**src/rtl/minesweeper_pkg.sv**
```systemverilog
// Shared board definitions for the minesweeper datapath and the player-side
// cell selector: grid geometry, index/map types and the selector state enum.
package minesweeper_pkg;

    localparam int GRID_W  = 5;
    localparam int GRID_H  = 5;
    localparam int N_CELLS = GRID_W * GRID_H;
    localparam int IDX_W   = 5;

    typedef logic [IDX_W-1:0]   cell_idx_t;
    typedef logic [N_CELLS-1:0] cell_map_t;

    typedef enum logic {
        IDLE = 1'b0,
        REQ  = 1'b1
    } sel_state_t;

    // Row-major cell index: row * GRID_W + col.
    function automatic cell_idx_t cell_index(input logic [2:0] row, input logic [2:0] col);
        return cell_idx_t'(int'(row) * GRID_W + int'(col));
    endfunction

endpackage

```
**src/rtl/btn_debounce.sv**
```systemverilog
// Button conditioner: two-flop synchroniser, stable-sample debouncer and a
// one-cycle pulse on the rising edge of the debounced level.
module btn_debounce #(
    parameter int DEB_CYCLES = 4
) (
    input  logic clk,
    input  logic rst_n,
    input  logic btn_raw,
    output logic level,
    output logic rise
);

    localparam int CNT_W = (DEB_CYCLES > 1) ? $clog2(DEB_CYCLES + 1) : 1;
    localparam logic [CNT_W-1:0] CNT_LAST = CNT_W'(DEB_CYCLES - 1);

    logic             sync_ff1_reg;
    logic             sync_ff2_reg;
    logic [CNT_W-1:0] cnt_reg;
    logic             level_reg;
    logic             rise_reg;

    // Bring the raw button into the clock domain.
    always_ff @(posedge clk or negedge rst_n) begin
        if (!rst_n) begin
            sync_ff1_reg <= 1'b0;
            sync_ff2_reg <= 1'b0;
        end else begin
            sync_ff1_reg <= btn_raw;
            sync_ff2_reg <= sync_ff1_reg;
        end
    end

    // Flip the level only after DEB_CYCLES consecutive samples disagree with it;
    // the rise pulse is registered alongside the level flip.
    always_ff @(posedge clk or negedge rst_n) begin
        if (!rst_n) begin
            cnt_reg   <= '0;
            level_reg <= 1'b0;
            rise_reg  <= 1'b0;
        end else begin
            rise_reg <= 1'b0;
            if (sync_ff2_reg == level_reg) begin
                cnt_reg <= '0;
            end else if (cnt_reg == CNT_LAST) begin
                cnt_reg   <= '0;
                level_reg <= sync_ff2_reg;
                rise_reg  <= sync_ff2_reg;
            end else begin
                cnt_reg <= cnt_reg + 1'b1;
            end
        end
    end

    assign level = level_reg;
    assign rise  = rise_reg;

endmodule

```
**src/rtl/cell_sel_enc.sv**
```systemverilog
// Player-side cell selector: debounced buttons drive a wrapping cursor on the
// board, and select presents the cursor's cell index to the game controller
// through a valid/ack handshake, refusing busy periods and cleared cells.
// Optional build macro CELL_SEL_REPEAT_EN adds auto-repeat on held directions.
module cell_sel_enc
    import minesweeper_pkg::*;
#(
    parameter int DEB_CYCLES = 4
`ifdef CELL_SEL_REPEAT_EN
    , parameter int REPEAT_CYCLES = 16
`endif
) (
    input  logic             clka,
    input  logic             restart_n,
    input  logic             btn_up,
    input  logic             btn_down,
    input  logic             btn_left,
    input  logic             btn_right,
    input  logic             btn_sel,
    input  logic [N_CELLS-1:0] cleared,
    input  logic             busy,
    input  logic             sel_ack,
    output logic [IDX_W-1:0] data,
    output logic             sel_valid,
    output logic             sel_reject,
    output logic [2:0]       cursor_row,
    output logic [2:0]       cursor_col
);

    localparam int B_UP    = 0;
    localparam int B_DOWN  = 1;
    localparam int B_LEFT  = 2;
    localparam int B_RIGHT = 3;
    localparam int B_SEL   = 4;

    localparam logic [2:0] ROW_LAST = 3'(GRID_H - 1);
    localparam logic [2:0] COL_LAST = 3'(GRID_W - 1);

    logic [4:0] btn_raw;
    logic [4:0] btn_level;
    logic [4:0] btn_evt;
    logic [3:0] move_evt;
    logic       unused_level;

    logic [2:0] row_reg;
    logic [2:0] col_reg;
    logic [2:0] row_next;
    logic [2:0] col_next;
    cell_idx_t  cur_idx;

    sel_state_t state_reg;
    cell_idx_t  data_reg;
    logic       valid_reg;
    logic       reject_reg;

    assign btn_raw = {btn_sel, btn_right, btn_left, btn_down, btn_up};

    generate
        for (genvar gi = 0; gi < 5; gi++) begin : g_btn
            btn_debounce #(
                .DEB_CYCLES (DEB_CYCLES)
            ) u_deb (
                .clk     (clka),
                .rst_n   (restart_n),
                .btn_raw (btn_raw[gi]),
                .level   (btn_level[gi]),
                .rise    (btn_evt[gi])
            );
        end
    endgenerate

    // Levels only matter to the auto-repeat logic (and never for select).
    assign unused_level = ^btn_level;

`ifdef CELL_SEL_REPEAT_EN
    localparam int REP_W = $clog2(REPEAT_CYCLES + 1);
    localparam logic [REP_W-1:0] REP_LAST = REP_W'(REPEAT_CYCLES - 1);

    logic [3:0] rep_evt;

    generate
        for (genvar gi = 0; gi < 4; gi++) begin : g_rep
            logic [REP_W-1:0] rep_cnt_reg;
            logic             rep_pulse_reg;

            // Restart the hold timer on the initial edge, on release, or while the
            // opposite direction is also held; fire every REPEAT_CYCLES otherwise.
            always_ff @(posedge clka or negedge restart_n) begin
                if (!restart_n) begin
                    rep_cnt_reg   <= '0;
                    rep_pulse_reg <= 1'b0;
                end else if (!btn_level[gi] || btn_level[gi ^ 1] || btn_evt[gi]) begin
                    rep_cnt_reg   <= '0;
                    rep_pulse_reg <= 1'b0;
                end else if (rep_cnt_reg == REP_LAST) begin
                    rep_cnt_reg   <= '0;
                    rep_pulse_reg <= 1'b1;
                end else begin
                    rep_cnt_reg   <= rep_cnt_reg + 1'b1;
                    rep_pulse_reg <= 1'b0;
                end
            end

            assign rep_evt[gi] = rep_pulse_reg;
        end
    endgenerate

    assign move_evt = btn_evt[3:0] | rep_evt;
`else
    assign move_evt = btn_evt[3:0];
`endif

    // Next cursor position: opposing events cancel, each axis wraps independently.
    always_comb begin
        row_next = row_reg;
        col_next = col_reg;
        if (move_evt[B_UP] && !move_evt[B_DOWN]) begin
            row_next = (row_reg == 3'd0) ? ROW_LAST : row_reg - 3'd1;
        end else if (move_evt[B_DOWN] && !move_evt[B_UP]) begin
            row_next = (row_reg == ROW_LAST) ? 3'd0 : row_reg + 3'd1;
        end
        if (move_evt[B_LEFT] && !move_evt[B_RIGHT]) begin
            col_next = (col_reg == 3'd0) ? COL_LAST : col_reg - 3'd1;
        end else if (move_evt[B_RIGHT] && !move_evt[B_LEFT]) begin
            col_next = (col_reg == COL_LAST) ? 3'd0 : col_reg + 3'd1;
        end
    end

    // Cursor register; moves are accepted in every selector state.
    always_ff @(posedge clka or negedge restart_n) begin
        if (!restart_n) begin
            row_reg <= 3'd0;
            col_reg <= 3'd0;
        end else begin
            row_reg <= row_next;
            col_reg <= col_next;
        end
    end

    // Index of the current (pre-move) cursor cell.
    assign cur_idx = cell_index(row_reg, col_reg);

    // Select handshake: latch the index on an accepted select and hold it until ack.
    always_ff @(posedge clka or negedge restart_n) begin
        if (!restart_n) begin
            state_reg  <= IDLE;
            data_reg   <= '0;
            valid_reg  <= 1'b0;
            reject_reg <= 1'b0;
        end else begin
            reject_reg <= 1'b0;
            case (state_reg)
                IDLE: begin
                    if (btn_evt[B_SEL]) begin
                        if (busy || cleared[cur_idx]) begin
                            reject_reg <= 1'b1;
                        end else begin
                            data_reg  <= cur_idx;
                            valid_reg <= 1'b1;
                            state_reg <= REQ;
                        end
                    end
                end
                REQ: begin
                    if (btn_evt[B_SEL]) begin
                        reject_reg <= 1'b1;
                    end
                    if (sel_ack) begin
                        valid_reg <= 1'b0;
                        state_reg <= IDLE;
                    end
                end
                default: begin
                    valid_reg <= 1'b0;
                    state_reg <= IDLE;
                end
            endcase
        end
    end

    assign data       = data_reg;
    assign sel_valid  = valid_reg;
    assign sel_reject = reject_reg;
    assign cursor_row = row_reg;
    assign cursor_col = col_reg;

endmodule

```
**config.mk**
```make
export PLATFORM = sky130hd
export DESIGN_NAME = cell_sel_enc
export DESIGN_NICKNAME = d
export VERILOG_FILES = /design/src/rtl/minesweeper_pkg.sv /design/src/rtl/btn_debounce.sv /design/src/rtl/cell_sel_enc.sv
export SDC_FILE = /design/constraint.sdc
export NUM_CORES = 1
export LEC_CHECK = 0
export ABC_AREA = 1
export BUFFER_PORTS_ARGS = -buffer_cell sky130_fd_sc_hd__buf_2
export CAP_MARGIN = 20
export CORE_MARGIN = 1
export CORE_UTILIZATION = 60
export CTS_BUF_LIST = sky130_fd_sc_hd__clkbuf_8
export CTS_CLUSTER_DIAMETER = 80
export DETAILED_ROUTE_END_ITERATION = 16
export HOLD_SLACK_MARGIN = 0.05
export PLACE_DENSITY = 0.85
export SYNTH_ARGS = -nofsm -noshare
export SYNTH_HDL_FRONTEND = slang
export SYNTH_SLANG_ARGS = --single-unit
export TNS_END_PERCENT = 1
```
**constraint.sdc**
```tcl
create_clock -name clka -period 4.8 [get_ports clka]
set_clock_uncertainty 0.1 [all_clocks]
set_input_delay 0.24 -clock clka [delete_from_list [all_inputs] [get_ports clka]]
set_output_delay 0.24 -clock clka [all_outputs]
set_load 0.02 [all_outputs]
```
==> results.json <==
{
  "die_area_um2": 4430,
  "period_minus_slack_ns": 2.69,
  "async_reset_ff_share_pct": 100,
  "slew-limit-headroom_pct": 68.8,
  "yosys_warnings": 0,
  "chipHeight_um": 66.6,
  "static-leakage-power_nw": 1.66,
  "ys_top_cells_by_area": "sky130_fd_sc_hd__dfrtp_1 49%, sky130_fd_sc_hd__nand2_1 12%, sky130_fd_sc_hd__ha_1 12%",
  "final-instance-count-excl-fill": 390,
  "placed_cell_area_um2": 2770,
  "portBuffers": 46,
  "cts.sink_count": 49,
  "yosysUniqueCellTypes": 29,
  "worst_setup_path_end_kind": "flop",
  "flip_flop_count_of_the_largest_register_after_layout": 15,
  "fin_setup_tns_ns": 0,
  "status": "completed",
  "dieWidth_um": 66.6,
  "cts-root-buf": "sky130_fd_sc_hd__clkbuf_8",
  "critical_path.max_fanout": 7,
  "cts_tree": "done",
  "clock_insertion_delay_worst_skew_ns": 0.29,
  "antenna_found_initial": 0,
  "clockBufferDepth": 2,
  "worst_slack_ns": 2.11,
  "row_count": 23,
  "grt_max_degree": 50,
  "grt_pass1_vias": 1702,
  "fp.coreArea_um2": 4000,
  "maximum_level_of_the_cts_h_tree": 2,
  "drt_first_iter_violations": 71,
  "worst_setup_path_start_kind": "flop",
  "route.final.wire_length_um": 4460,
  "arrival_ns": 2.79,
  "critical_path_required_ns": 4.89,
  "final_std_cell_area_no_fill_um2": 2990,
  "syn_to_final_growth_pct": 19.7,
  "final.fill_count": 274,
  "irDropWorstVdd_v": 0.000363,
  "timing.hold.worst.class": "input pin to asynchronous set/reset pin",
  "start_util_pct": 62.5,
  "max_clock_freq_ghz": 0.371,
  "clk_transition_reported_paths_ns": 0.09,
  "finalHoldViolations": 0,
  "viasPerCell": 5.01,
  "grt_util_all_layers_pct": 21.9,
  "m1WireLength_um": 2030,
  "ant_nets": 0,
  "worstMarginPinSlew_ns": 0.468,
  "grt_pass1_wl_um": 7200,
  "dpl.cell_count": 374,
  "finalPower_w": 0.00197,
  "met3WireLength_um": 185,
  "top_layer_used": "met4",
  "overflow": 0,
  "nets": 397,
  "drv.max_cap_violation_count": 0,
  "num_io_pins": 47,
  "critPathKind": "flop to flop",
  "mappedNetlistArea_um2": 2500,
  "met2_length_um": 2200,
  "synth_cells": 281,
  "multi_input_area_um2": 1100,
  "drc_errors": 0,
  "numCtsBuffers": 5,
  "diodes": 0,
  "dominantRegCellSynth": "sky130_fd_sc_hd__dfrtp_1",
  "cts-resized-gates": 0,
  "yosysTopAreaCell": "sky130_fd_sc_hd__dfrtp_1",
  "seq_area_frac_synth_pct": 49.0,
  "layout-drive-gt1-share_pct": 18.8,
  "synth_edf_count": 0,
  "syn-mean-instance-area_um2": 8.90,
  "unrepaired_setup_endpoints_after_global_routing": "no",
  "yosysTopAreaCellShare_pct": 49.0,
  "cts.repair_timing.setup_buffer_count": 0,
  "p_per_area_nw_per_um2": 659,
  "route.vias.total": 1953,
  "postCtsHoldBufs": 6,
  "detail_route.first_pass.iterations": 4,
  "finalCritPeriodShare_pct": 56.1,
  "synthesis.nets": 339,
  "final-setup-viol-count": 0,
  "final-seq-area_um2": 1230,
  "finalMaxSlewViolations": 0,
  "flip_flop_and_latch_count_after_synthesis": 49,
  "dpl_worst_slack_ns": 2.10,
  "route.detailed.wl_per_inst_um": 11.4,
  "gpl.final_weighted_congestion": 0.875,
  "detailedPlacementHpwl_um": 3270
}
## logic make-up after synthesis
family / count (synthesis) / synth area share (%)
DFF: 49 / 49.0
buffers and inverters: 43 / 6.95
xor gates and xnor gates: 7 / 2.45
and+or+nand+nor: 133 / 23.7
adders and majority gates: 24 / 12.3
AOI/OAI and AO/OA: 25 / 5.60
## layout by cell type, fill, tap and decap left out, types with 6 or more instances in the layout
cell	n
sky130_fd_sc_hd__nor2_1	15
sky130_fd_sc_hd__buf_2	46
sky130_fd_sc_hd__nand3_1	19
sky130_fd_sc_hd__nand2_1	77
sky130_fd_sc_hd__a21oi_1	6
sky130_fd_sc_hd__nor3_1	10
sky130_fd_sc_hd__dfrtp_1	49
sky130_fd_sc_hd__dlygate4sd3_1	7
sky130_fd_sc_hd__inv_1	38
sky130_fd_sc_hd__xnor2_1	6
sky130_fd_sc_hd__o21ai_0	11
sky130_fd_sc_hd__ha_1	23
## area by class of cell
cell class	instances	share of cell area, %
well taps	50	2.09
inverters	40	5.01
multi-input cells	189	36.8
clock buffers	5	2.30
clock inverters	3	2.17
repair buffers	54	10.7
flip-flops and latches	49	41.0
## critical path, stage by stage (launching register included)
cell	delay, ns
sky130_fd_sc_hd__dfrtp_1	0.43
sky130_fd_sc_hd__ha_1	0.32
sky130_fd_sc_hd__ha_1	0.32
sky130_fd_sc_hd__fa_1	0.49
sky130_fd_sc_hd__xor2_1	0.26
sky130_fd_sc_hd__o21ai_1	0.10
sky130_fd_sc_hd__nand3_1	0.11
sky130_fd_sc_hd__nor2_2	0.07
sky130_fd_sc_hd__nor2_8	0.13
sky130_fd_sc_hd__nand3_4	0.12
sky130_fd_sc_hd__nand2_1	0.10
sky130_fd_sc_hd__nand2_1	0.05
## per-stage QoR
stage / utilization (%) / hold WS (ns)
finish: 74.9 / 0.229
global route: 74.9 / 0.258
CTS: 74.1 / 0.0653
detailed placement: 69.3 / 0.237
global placement: 69.3 / 0.232
floorplan: - / -0.156
## report_power, final
part	switching [W]	leakage, nW	internal [W]	total [W]
clock network	0.000129	0.0681	0.000207	0.000335
logic	0.000672	0.961	0.000375	0.00105
registers	0.0000743	0.632	0.000516	0.000590
## per-layer routing
layer / vias to the layer above / track usage (%)
met1: 888 / 27.4
met5: - / 0
li1: 1012 / -
met2: 46 / 38.1
met3: 7 / 4.62
met4: 0 / 5.59
## Yosys cell counts (2+ instances only)
cell type and instances:
sky130_fd_sc_hd__nand2_1 77, sky130_fd_sc_hd__dfrtp_1 49, sky130_fd_sc_hd__inv_1 38, sky130_fd_sc_hd__ha_1 23, sky130_fd_sc_hd__nand3_1 19, sky130_fd_sc_hd__nor2_1 15
sky130_fd_sc_hd__o21ai_0 11, sky130_fd_sc_hd__nor3_1 10, sky130_fd_sc_hd__a21oi_1 6, sky130_fd_sc_hd__xnor2_1 6, sky130_fd_sc_hd__nand4_1 5, sky130_fd_sc_hd__a22oi_1 2
sky130_fd_sc_hd__inv_2 2, sky130_fd_sc_hd__o21ai_1 2, sky130_fd_sc_hd__or2_2 2
## worst paths after layout
path / endpoint / depth (start not counted) / start / slack (ns)
max: data[3] / 11 / cursor_row[0] / 2.11
min: cursor_row[1] / 2 / restart_n / 0.23
max reg2reg: data[3] / 11 / cursor_row[0] / 2.11
min reg2reg: g_btn[0].u_deb.sync_ff2_reg / 0 / g_btn[0].u_deb.sync_ff1_reg / 0.25
max in group asynchronous: g_btn[2].u_deb.cnt_reg[2] / 3 / restart_n / 3.90
min in group clka: g_btn[0].u_deb.sync_ff2_reg / 0 / g_btn[0].u_deb.sync_ff1_reg / 0.25
Power figures use the tool's default switching activity.
